### src/rtl/mips_pkg.sv
// Shared MIPS pipeline definitions: ALU op encodings, control-field widths
// and the all-zero bubble used when squashing or stalling a pipeline entry.
package mips_pkg;

   localparam logic [1:0] ALU_OP_MEM   = 2'b00;
   localparam logic [1:0] ALU_OP_BEQ   = 2'b01;
   localparam logic [1:0] ALU_OP_RTYPE = 2'b10;

   localparam int WB_W = 2;
   localparam int M_W  = 3;
   localparam int EX_W = 4;

   // wb = {reg_write, mem_to_reg}; m = {branch, mem_read, mem_write};
   // ex = {reg_dst, alu_op[1:0], alu_src}
   typedef struct packed {
      logic [WB_W-1:0] wb;
      logic [M_W-1:0]  m;
      logic [EX_W-1:0] ex;
   } ctrl_t;

   localparam ctrl_t CTRL_BUBBLE = '0;

endpackage

### src/rtl/hazard_detect.sv
// Load-use hazard detection between the instruction in DECODE and a load in
// EXECUTE; a concurrent flush overrides the stall so fetch can redirect.
module hazard_detect #(
   parameter int REG_W = 5
) (
   input  logic             ex_valid,
   input  logic             ex_mem_read,
   input  logic [REG_W-1:0] ex_rt,
   input  logic             id_valid,
   input  logic [REG_W-1:0] id_rs,
   input  logic [REG_W-1:0] id_rt,
   input  logic             flush,
   output logic             haz,
   output logic             pc_write,
   output logic             if_id_write
);

   // $0 is hardwired to zero, so a load into it never creates a dependency
   assign haz = ex_valid & ex_mem_read & id_valid & (|ex_rt) &
                ((ex_rt == id_rs) | (ex_rt == id_rt));

   assign pc_write    = ~haz | flush;
   assign if_id_write = ~haz | flush;

endmodule

### src/rtl/id_ex_stage_reg.sv
// ID/EX pipeline register: captures decoded control and operands, inserts
// bubbles on flush or load-use hazard, and counts hazard bubbles.
module id_ex_stage_reg
   import mips_pkg::*;
#(
   parameter int DATA_W = 32,
   parameter int REG_W  = 5,
   parameter int CNT_W  = 16
) (
   input  logic              clk,
   input  logic              rst_n,
   input  logic              hold,
   input  logic              flush,
   input  logic              id_valid,
   input  logic [WB_W-1:0]   id_wb,
   input  logic [M_W-1:0]    id_m,
   input  logic [EX_W-1:0]   id_ex,
   input  logic [DATA_W-1:0] id_npc,
   input  logic [DATA_W-1:0] id_rd1,
   input  logic [DATA_W-1:0] id_rd2,
   input  logic [DATA_W-1:0] id_imm,
   input  logic [REG_W-1:0]  id_rs,
   input  logic [REG_W-1:0]  id_rt,
   input  logic [REG_W-1:0]  id_rd,
   output logic              ex_valid,
   output logic [WB_W-1:0]   ex_wb,
   output logic [M_W-1:0]    ex_m,
   output logic [1:0]        ex_alu_op,
   output logic              ex_reg_dst,
   output logic              ex_alu_src,
   output logic [5:0]        ex_funct,
   output logic [DATA_W-1:0] ex_npc,
   output logic [DATA_W-1:0] ex_rd1,
   output logic [DATA_W-1:0] ex_rd2,
   output logic [DATA_W-1:0] ex_imm,
   output logic [REG_W-1:0]  ex_rt,
   output logic [REG_W-1:0]  ex_rd,
   output logic              pc_write,
   output logic              if_id_write,
   output logic [CNT_W-1:0]  stall_cnt
);

   ctrl_t ex_ctrl;
   logic  haz;

   hazard_detect #(.REG_W(REG_W)) u_haz (
      .ex_valid    (ex_valid),
      .ex_mem_read (ex_ctrl.m[1]),
      .ex_rt       (ex_rt),
      .id_valid    (id_valid),
      .id_rs       (id_rs),
      .id_rt       (id_rt),
      .flush       (flush),
      .haz         (haz),
      .pc_write    (pc_write),
      .if_id_write (if_id_write)
   );

   always_ff @(posedge clk or negedge rst_n) begin
      if (!rst_n) begin
         ex_valid  <= 1'b0;
         ex_ctrl   <= CTRL_BUBBLE;
         ex_funct  <= '0;
         ex_npc    <= '0;
         ex_rd1    <= '0;
         ex_rd2    <= '0;
         ex_imm    <= '0;
         ex_rt     <= '0;
         ex_rd     <= '0;
         stall_cnt <= '0;
      end else if (!hold) begin
         if (flush || haz) begin
            ex_valid <= 1'b0;
            ex_ctrl  <= CTRL_BUBBLE;
            ex_funct <= '0;
            ex_npc   <= '0;
            ex_rd1   <= '0;
            ex_rd2   <= '0;
            ex_imm   <= '0;
            ex_rt    <= '0;
            ex_rd    <= '0;
            // a flushed hazard is not a real stall: fetch is redirected anyway
            if (!flush && (stall_cnt != '1))
               stall_cnt <= stall_cnt + {{(CNT_W-1){1'b0}}, 1'b1};
         end else begin
            ex_valid <= id_valid;
            ex_ctrl  <= id_valid ? ctrl_t'({id_wb, id_m, id_ex}) : CTRL_BUBBLE;
            ex_funct <= id_imm[5:0];
            ex_npc   <= id_npc;
            ex_rd1   <= id_rd1;
            ex_rd2   <= id_rd2;
            ex_imm   <= id_imm;
            ex_rt    <= id_rt;
            ex_rd    <= id_rd;
         end
      end
   end

   assign ex_wb      = ex_ctrl.wb;
   assign ex_m       = ex_ctrl.m;
   assign ex_reg_dst = ex_ctrl.ex[3];
   assign ex_alu_op  = ex_ctrl.ex[2:1];
   assign ex_alu_src = ex_ctrl.ex[0];

endmodule

### config.mk
export PLATFORM = sky130hd
export DESIGN_NAME = id_ex_stage_reg
export DESIGN_NICKNAME = d
export VERILOG_FILES = /design/src/rtl/mips_pkg.sv /design/src/rtl/hazard_detect.sv /design/src/rtl/id_ex_stage_reg.sv
export SDC_FILE = /design/constraint.sdc
export NUM_CORES = 1
export LEC_CHECK = 0
export CAP_MARGIN = 20
export CORE_MARGIN = 2
export CORE_UTILIZATION = 39
export CTS_BUF_LIST = sky130_fd_sc_hd__clkbuf_8 sky130_fd_sc_hd__clkbuf_16
export CTS_CLUSTER_SIZE = 16
export DETAILED_ROUTE_END_ITERATION = 7
export PLACE_DENSITY = 0.8
export SETUP_SLACK_MARGIN = 0.15
export SLEW_MARGIN = 15
export SYNTH_ARGS = -nofsm -noshare
export SYNTH_HDL_FRONTEND = slang
export SYNTH_HIERARCHICAL = 1
export SYNTH_SLANG_ARGS = --single-unit
### constraint.sdc
create_clock -name clk -period 3.05 [get_ports clk]
set_clock_uncertainty 0.2 [all_clocks]
set_input_delay 0.305 -clock clk [delete_from_list [all_inputs] [get_ports clk]]
set_output_delay 0.305 -clock clk [all_outputs]
set_load 0.01 [all_outputs]
# ---- After elaboration in Yosys (flattened, before gate mapping)
# Cells that the tools add are included.
dict set report word_totals {
  elab_cells 39
  register_bits 170
  inputBits 157
  out_inout_bits 172
}
dict set report op_classes {
  n_bitwise 8
  n_mux 10
  n_reduce_logical 5
  n_eq_ne 3
  addsub 1
}
# op count
set ops {}
lappend ops {{2-to-1 mux 32 bit} 4}
lappend ops {{2-to-1 mux 9 bit} 2}
lappend ops {{adder 16 x 1 -> 16 bit, second input constant} 1}
lappend ops {{inequality test 16 bit, second input constant} 1}
lappend ops {{equality test 5 bit} 2}
lappend ops {{2-to-1 mux 5 bit} 2}
lappend ops {{2-to-1 mux 6 bit} 1}
lappend ops {{OR reduction 5 bit} 1}
lappend ops {{AND 1 bit} 4}
lappend ops {{AND reduction 3 bit} 1}
lappend ops {{inverter 1 bit} 2}
lappend ops {{OR 1 bit} 2}
lappend ops {{logical AND 1 bit} 1}
lappend ops {{logical NOT 1 bit} 1}
lappend ops {{logical OR 1 bit} 1}
lappend ops {{2-to-1 mux 1 bit} 1}

# ---- Logic depth before layout (Yosys ltp)
dict set report logic_depth {
  ltp_word 6
  ltp_mapped 8
  mapped_depth_nobuf 8
}

# ---- By module
# The synthesis kept the hierarchy.
# module cells_each n_inst area_each_um2
set modules_own_cells {}
lappend modules_own_cells {id_ex_stage_reg 408 1 6003.3}
lappend modules_own_cells {hazard_detect 21 1 160.2}

# ---- Least setup slack after synthesis
# Ideal clock, no wire load.
dict set report synth_path {
  path_type {register to register}
  start {register ex_rt[0]}
  end {register ex_funct[0]}
  setup_ns 0.066
  path_buffers 2
  setup_slack_ns 0.617
  stages_incl_launch_ff 8
  synth_period_minus_slack_ns 2.433
  t_arrival_ns 2.166
  t_required_ns 2.784
  path_cell_list {dfrtp_1 > or4_2 > nor2_1 > nor3_1 > nor3_1 > clkbuf_1 > buf_2 > a22o_1}
}
dict set report synth_via {
  elab_chain_cells 5
  word_cells_on_any_way 8
}
# item line_no
set synth_rtl {}
lappend synth_rtl {{start: declaration} id_ex_stage_reg.sv:36} ;# output logic [REG_W-1:0] ex_rt,
lappend synth_rtl {{start signal: assignment} id_ex_stage_reg.sv:93} ;# ex_rt <= id_rt;
lappend synth_rtl {{equality test 5 bit / OR reduction 5 bit (equally long branches)} {hazard_detect.sv:20, hazard_detect.sv:19}}
lappend synth_rtl {{OR 1 bit / AND 1 bit (equally long branches)} {hazard_detect.sv:20, hazard_detect.sv:19}}
lappend synth_rtl {{AND 1 bit *} hazard_detect.sv:19} ;# assign haz = ex_valid & ex_mem_read & id_valid & (|ex_rt) &
lappend synth_rtl {{via haz} id_ex_stage_reg.sv:44} ;# logic haz;
lappend synth_rtl {{logical OR 1 bit *} id_ex_stage_reg.sv:72} ;# if (flush || haz) begin
lappend synth_rtl {{2-to-1 mux 6 bit *} id_ex_stage_reg.sv:72}
lappend synth_rtl {{end signal: assignment} id_ex_stage_reg.sv:88} ;# ex_funct <= id_imm[5:0];
lappend synth_rtl {{end: declaration} id_ex_stage_reg.sv:31} ;# output logic [5:0] ex_funct,
# The timed path passes the listed nets; every way through them passes the cells marked *.
# A chain may end at the register's enable or synchronous reset.

# ---- Worst setup path in the final report
dict set report layout_path {
  start {register ex_rt[2]}
  end {output if_id_write}
}
dict set report layout_via {
  elab_chain_cells 5
  word_cells_on_any_way 8
}
# item line_no
set layout_rtl {}
lappend layout_rtl {{equality test 5 bit / OR reduction 5 bit (equally long branches)} {hazard_detect.sv:20, hazard_detect.sv:19}}
lappend layout_rtl {{OR 1 bit / AND 1 bit (equally long branches)} {hazard_detect.sv:20, hazard_detect.sv:19}}
lappend layout_rtl {{AND 1 bit *} hazard_detect.sv:19}
lappend layout_rtl {{inverter 1 bit *} hazard_detect.sv:23} ;# assign if_id_write = ~haz | flush;
lappend layout_rtl {{OR 1 bit *} hazard_detect.sv:23}
lappend layout_rtl {{end: declaration} id_ex_stage_reg.sv:39} ;# output logic if_id_write,
# Every way passes the cells marked *; elsewhere a longest branch is shown, timed or not.

==> flow_summary.toml <==
[clock_network]
clkTransAtPathRegs_ns = 0.06
clock_latency_ns = 0.42
htree_levels = 4
cts_buffers = 17
cts_sinks = 164
tritoncts = "yes"
cts_buffer_depth = 2
root_buffer = "clkbuf_16"

[synth]
syn-cell-area_sq_mm = 0.006163
yosys_warnings = 6
synth_ff_type = "dfrtp_1"
yosysTopAreaCellShare_pct = 66.59
synth_cell_types = 33
yosys.area.top_type = "dfrtp_1"
synth_seq_cells = 164
ys_seq_area_share_pct = 66.59
syn_area_per_cell_sq_um = 14.37
synth_edf_count = 0
netlist_instances = 429
synth_area_leaders = "dfrtp_1 67%, a22o_1 21%, xor2_1 3.1%, clkbuf_1 1.2%, buf_2 1.1%"
synthArstFlopShare_pct = 100.0
syn_nets = 587

[layout]
drive_gt1_share_pct = 6.473
fin_util_pct = 66.64
seq_area_sq_mm = 0.004105
fin_nets = 902
diodes = 0
fill_cells = 1114
syn2layout_area_growth_pct = 65.59
multi_input_area_sq_mm = 0.001862

[timing]
holdWs_ns = 0.2006
hold_viol_final = 0
worstMarginPinSlew_ns = 0.8746
tns_ns = 0
setup-violations-final = 0
final_max_slew_viol_count = 0
fin_crit_ns = 2.808
relSlewSlack_pct = 41.69
rsz0062_at_grt = "false"
clock.fmax_mhz = 356.1
period_share_pct = 92.07

[critical_path]
r2r-start = "ex_rt[0]"
cp-startpoint = "ex_rt[2]"
cp_max_fo = 5
required_ns = 2.54
slowest_delay_ns = 0.58
path_class = "reg2out"
critPathBufInv = 1
path_delay_family = "simple AND/OR/NAND/NOR gates"
worst_setup_path_start_kind = "flip-flop"
path_cells = "xor2_1 -> nor3_2 -> a22oi_1 -> or4_1 -> dlygate4sd2_1"
worstSetupEndpointType = "output pin"
crit_slowest_cell = "or4_1"
critPathArrivalTime_ns = 2.30

[pwr]
switchingPower_w = 0.001277
power_frac_comb_pct = 16.7
switching_share_pct = 23.44
p_int_w = 0.004170
pwr-share-clk_pct = 38.7
seqPwrFrac_pct = 44.6
power.leakage_nw = 4.570
cellPowerDensity_mw_per_mm2 = 533.7
ir_drop_uv = 361.1

[floorplanning]
row_count = 45
core_area_sq_mm = 0.01531
chipHeight_um = 129.7
initial_core_util_pct = 40.25
fp.dieArea_sq_mm = 0.01682
dieWidth_um = 129.7
ioPinCount = 329

[routing]
avgViaCountPerCell = 5.198
avgRoutedWirePerCell_um = 19.73
finalWirelength_um = 19100
drc = 0
dr.pass1.iters = 4
via_count = 5032
postRouteAntennaNets = 0
drt_iter0_drc = 261

[job]
cap_violations = 0

[place]
place_congestion = 0.9121
place_hpwl_um = 13660
port_buffers = 328

[outcome]
outcome = "finished clean"

[global_routing]
grt_pass1_vias = 5259
grt-ovfl-total = 0
antenna_found_initial = 0
grt_pass1_wl_um = 28660
grt_use_total_pct = 22.06
grt_max_degree = 83

[hold_path]
hold_class = "in2async"
-- power groups by stage --
stage / registers, W / logic (W) / clock network, W
2_1_floorplan: 0.00252 / 0.000221 / 0
3_3_place_gp: 0.00246 / 0.000901 / 0
3_5_place_dp: 0.00246 / 0.000917 / 0
4_1_cts: 0.00243 / 0.000922 / 0.00215
5_1_grt: 0.00244 / 0.000968 / 0.00225
6_report: 0.00243 / 0.000911 / 0.00211
-- final timing paths --
check / endpoint / slack, ns / cells past startpoint
setup / recovery: if_id_write / 0.24 / 5
max in group asynchronous: ex_rd2[0] / 1.72 / 3
hold / removal: ex_npc[1] / 0.20 / 2
setup reg to reg: ex_imm[19] / 0.29 / 7
hold reg to reg: ex_npc[28] / 0.31 / 1
min in group clk: ex_npc[30] / 0.28 / 2
-- area by class of cell --
type                       count  area share [%]
clock inverter                11           1.091
clock buffer                  21           4.708
timing repair buffer         336           33.11
sequential                   164           40.22
inverter                       1         0.03678
tap                          211           2.587
multi-input combinational    224           18.24
-- kinds of logic after synthesis --
kind of cell,share of synthesized area (%)
flops,66.59
compound gates,21.46
simple gates,4.933
buf+inv,3.309
xor+xnor,3.268
mux,0.2435
fa+ha+maj,0.2030
-- repair_timing --
action / in CTS / in global routing
setup endpoints to repair: 2 / 1
hold buffers: 1 / 0
buffers inserted: 0 / 0
endpoints found under the hold margin: 49 / 0
pin swaps: 1 / 0
resized for setup: 3 / 1
-- synth_stat cells (2+ instances only) --
master	count
buf_2	13
nand4_1	4
a22o_1	147
nor4_1	3
nand3_1	5
clkbuf_1	19
o21ai_0	4
xor2_1	22
nand2_1	5
buf_4	7
nor3b_1	2
nor2_1	5
dfrtp_1	164
nor3_1	9
nor3_2	2
-- metal layers --
layer  track usage (%)  vias to the layer above  share of wire [%]
met3             7.339                       42                8.9
met4             8.855                        0                3.1
met1             26.16                     2479                 39
met2             37.20                      251                 49
met5                 0                        -                  0
li1                  -                     2260                  -
-- cell usage in the layout (no fill, tap or decap), drive strengths merged, types with 2 or more instances in the layout --
cell,Yosys,layout
a22o,147,147
and4,2,2
buf,21,9
bufinv,0,2
clkbuf,19,21
clkdlybuf4s50,0,324
clkinv,0,2
clkinvlp,0,3
dfrtp,164,164
dlygate4sd2,0,2
inv,1,5
nand2,5,5
nand3,5,5
nand4,5,5
nor2,6,6
nor3,11,11
nor3b,3,3
nor4,4,4
o21ai,4,4
or4,2,2
xor2,22,22
-- stage by stage --
stage / cells / worst slack, ns / power, W / cell area, sq um
2_1_floorplan: 429 / 0.6174 / 0.002740 / 6163
3_3_place_gp: 935 / 0.1964 / 0.003358 / 9604
3_5_place_dp: 935 / 0.1678 / 0.003378 / 9604
4_1_cts: 968 / 0.2337 / 0.005502 / 10200
5_1_grt: 968 / 0.1530 / 0.005660 / 10210
6_report: 968 / 0.2420 / 0.005447 / 10210
-- registers in the layout (all words and copies together) (netlist names), 2 cells and up --
name / count
ex_rt: 5
ex_wb: 2
ex_npc: 32
ex_rd: 5
ex_funct: 5
stall_cnt: 16
ex_rd1: 32
ex_rd2: 32
ex_m: 3
ex_imm: 27
ex_alu_op: 2
(Power assumes the default switching activity.)
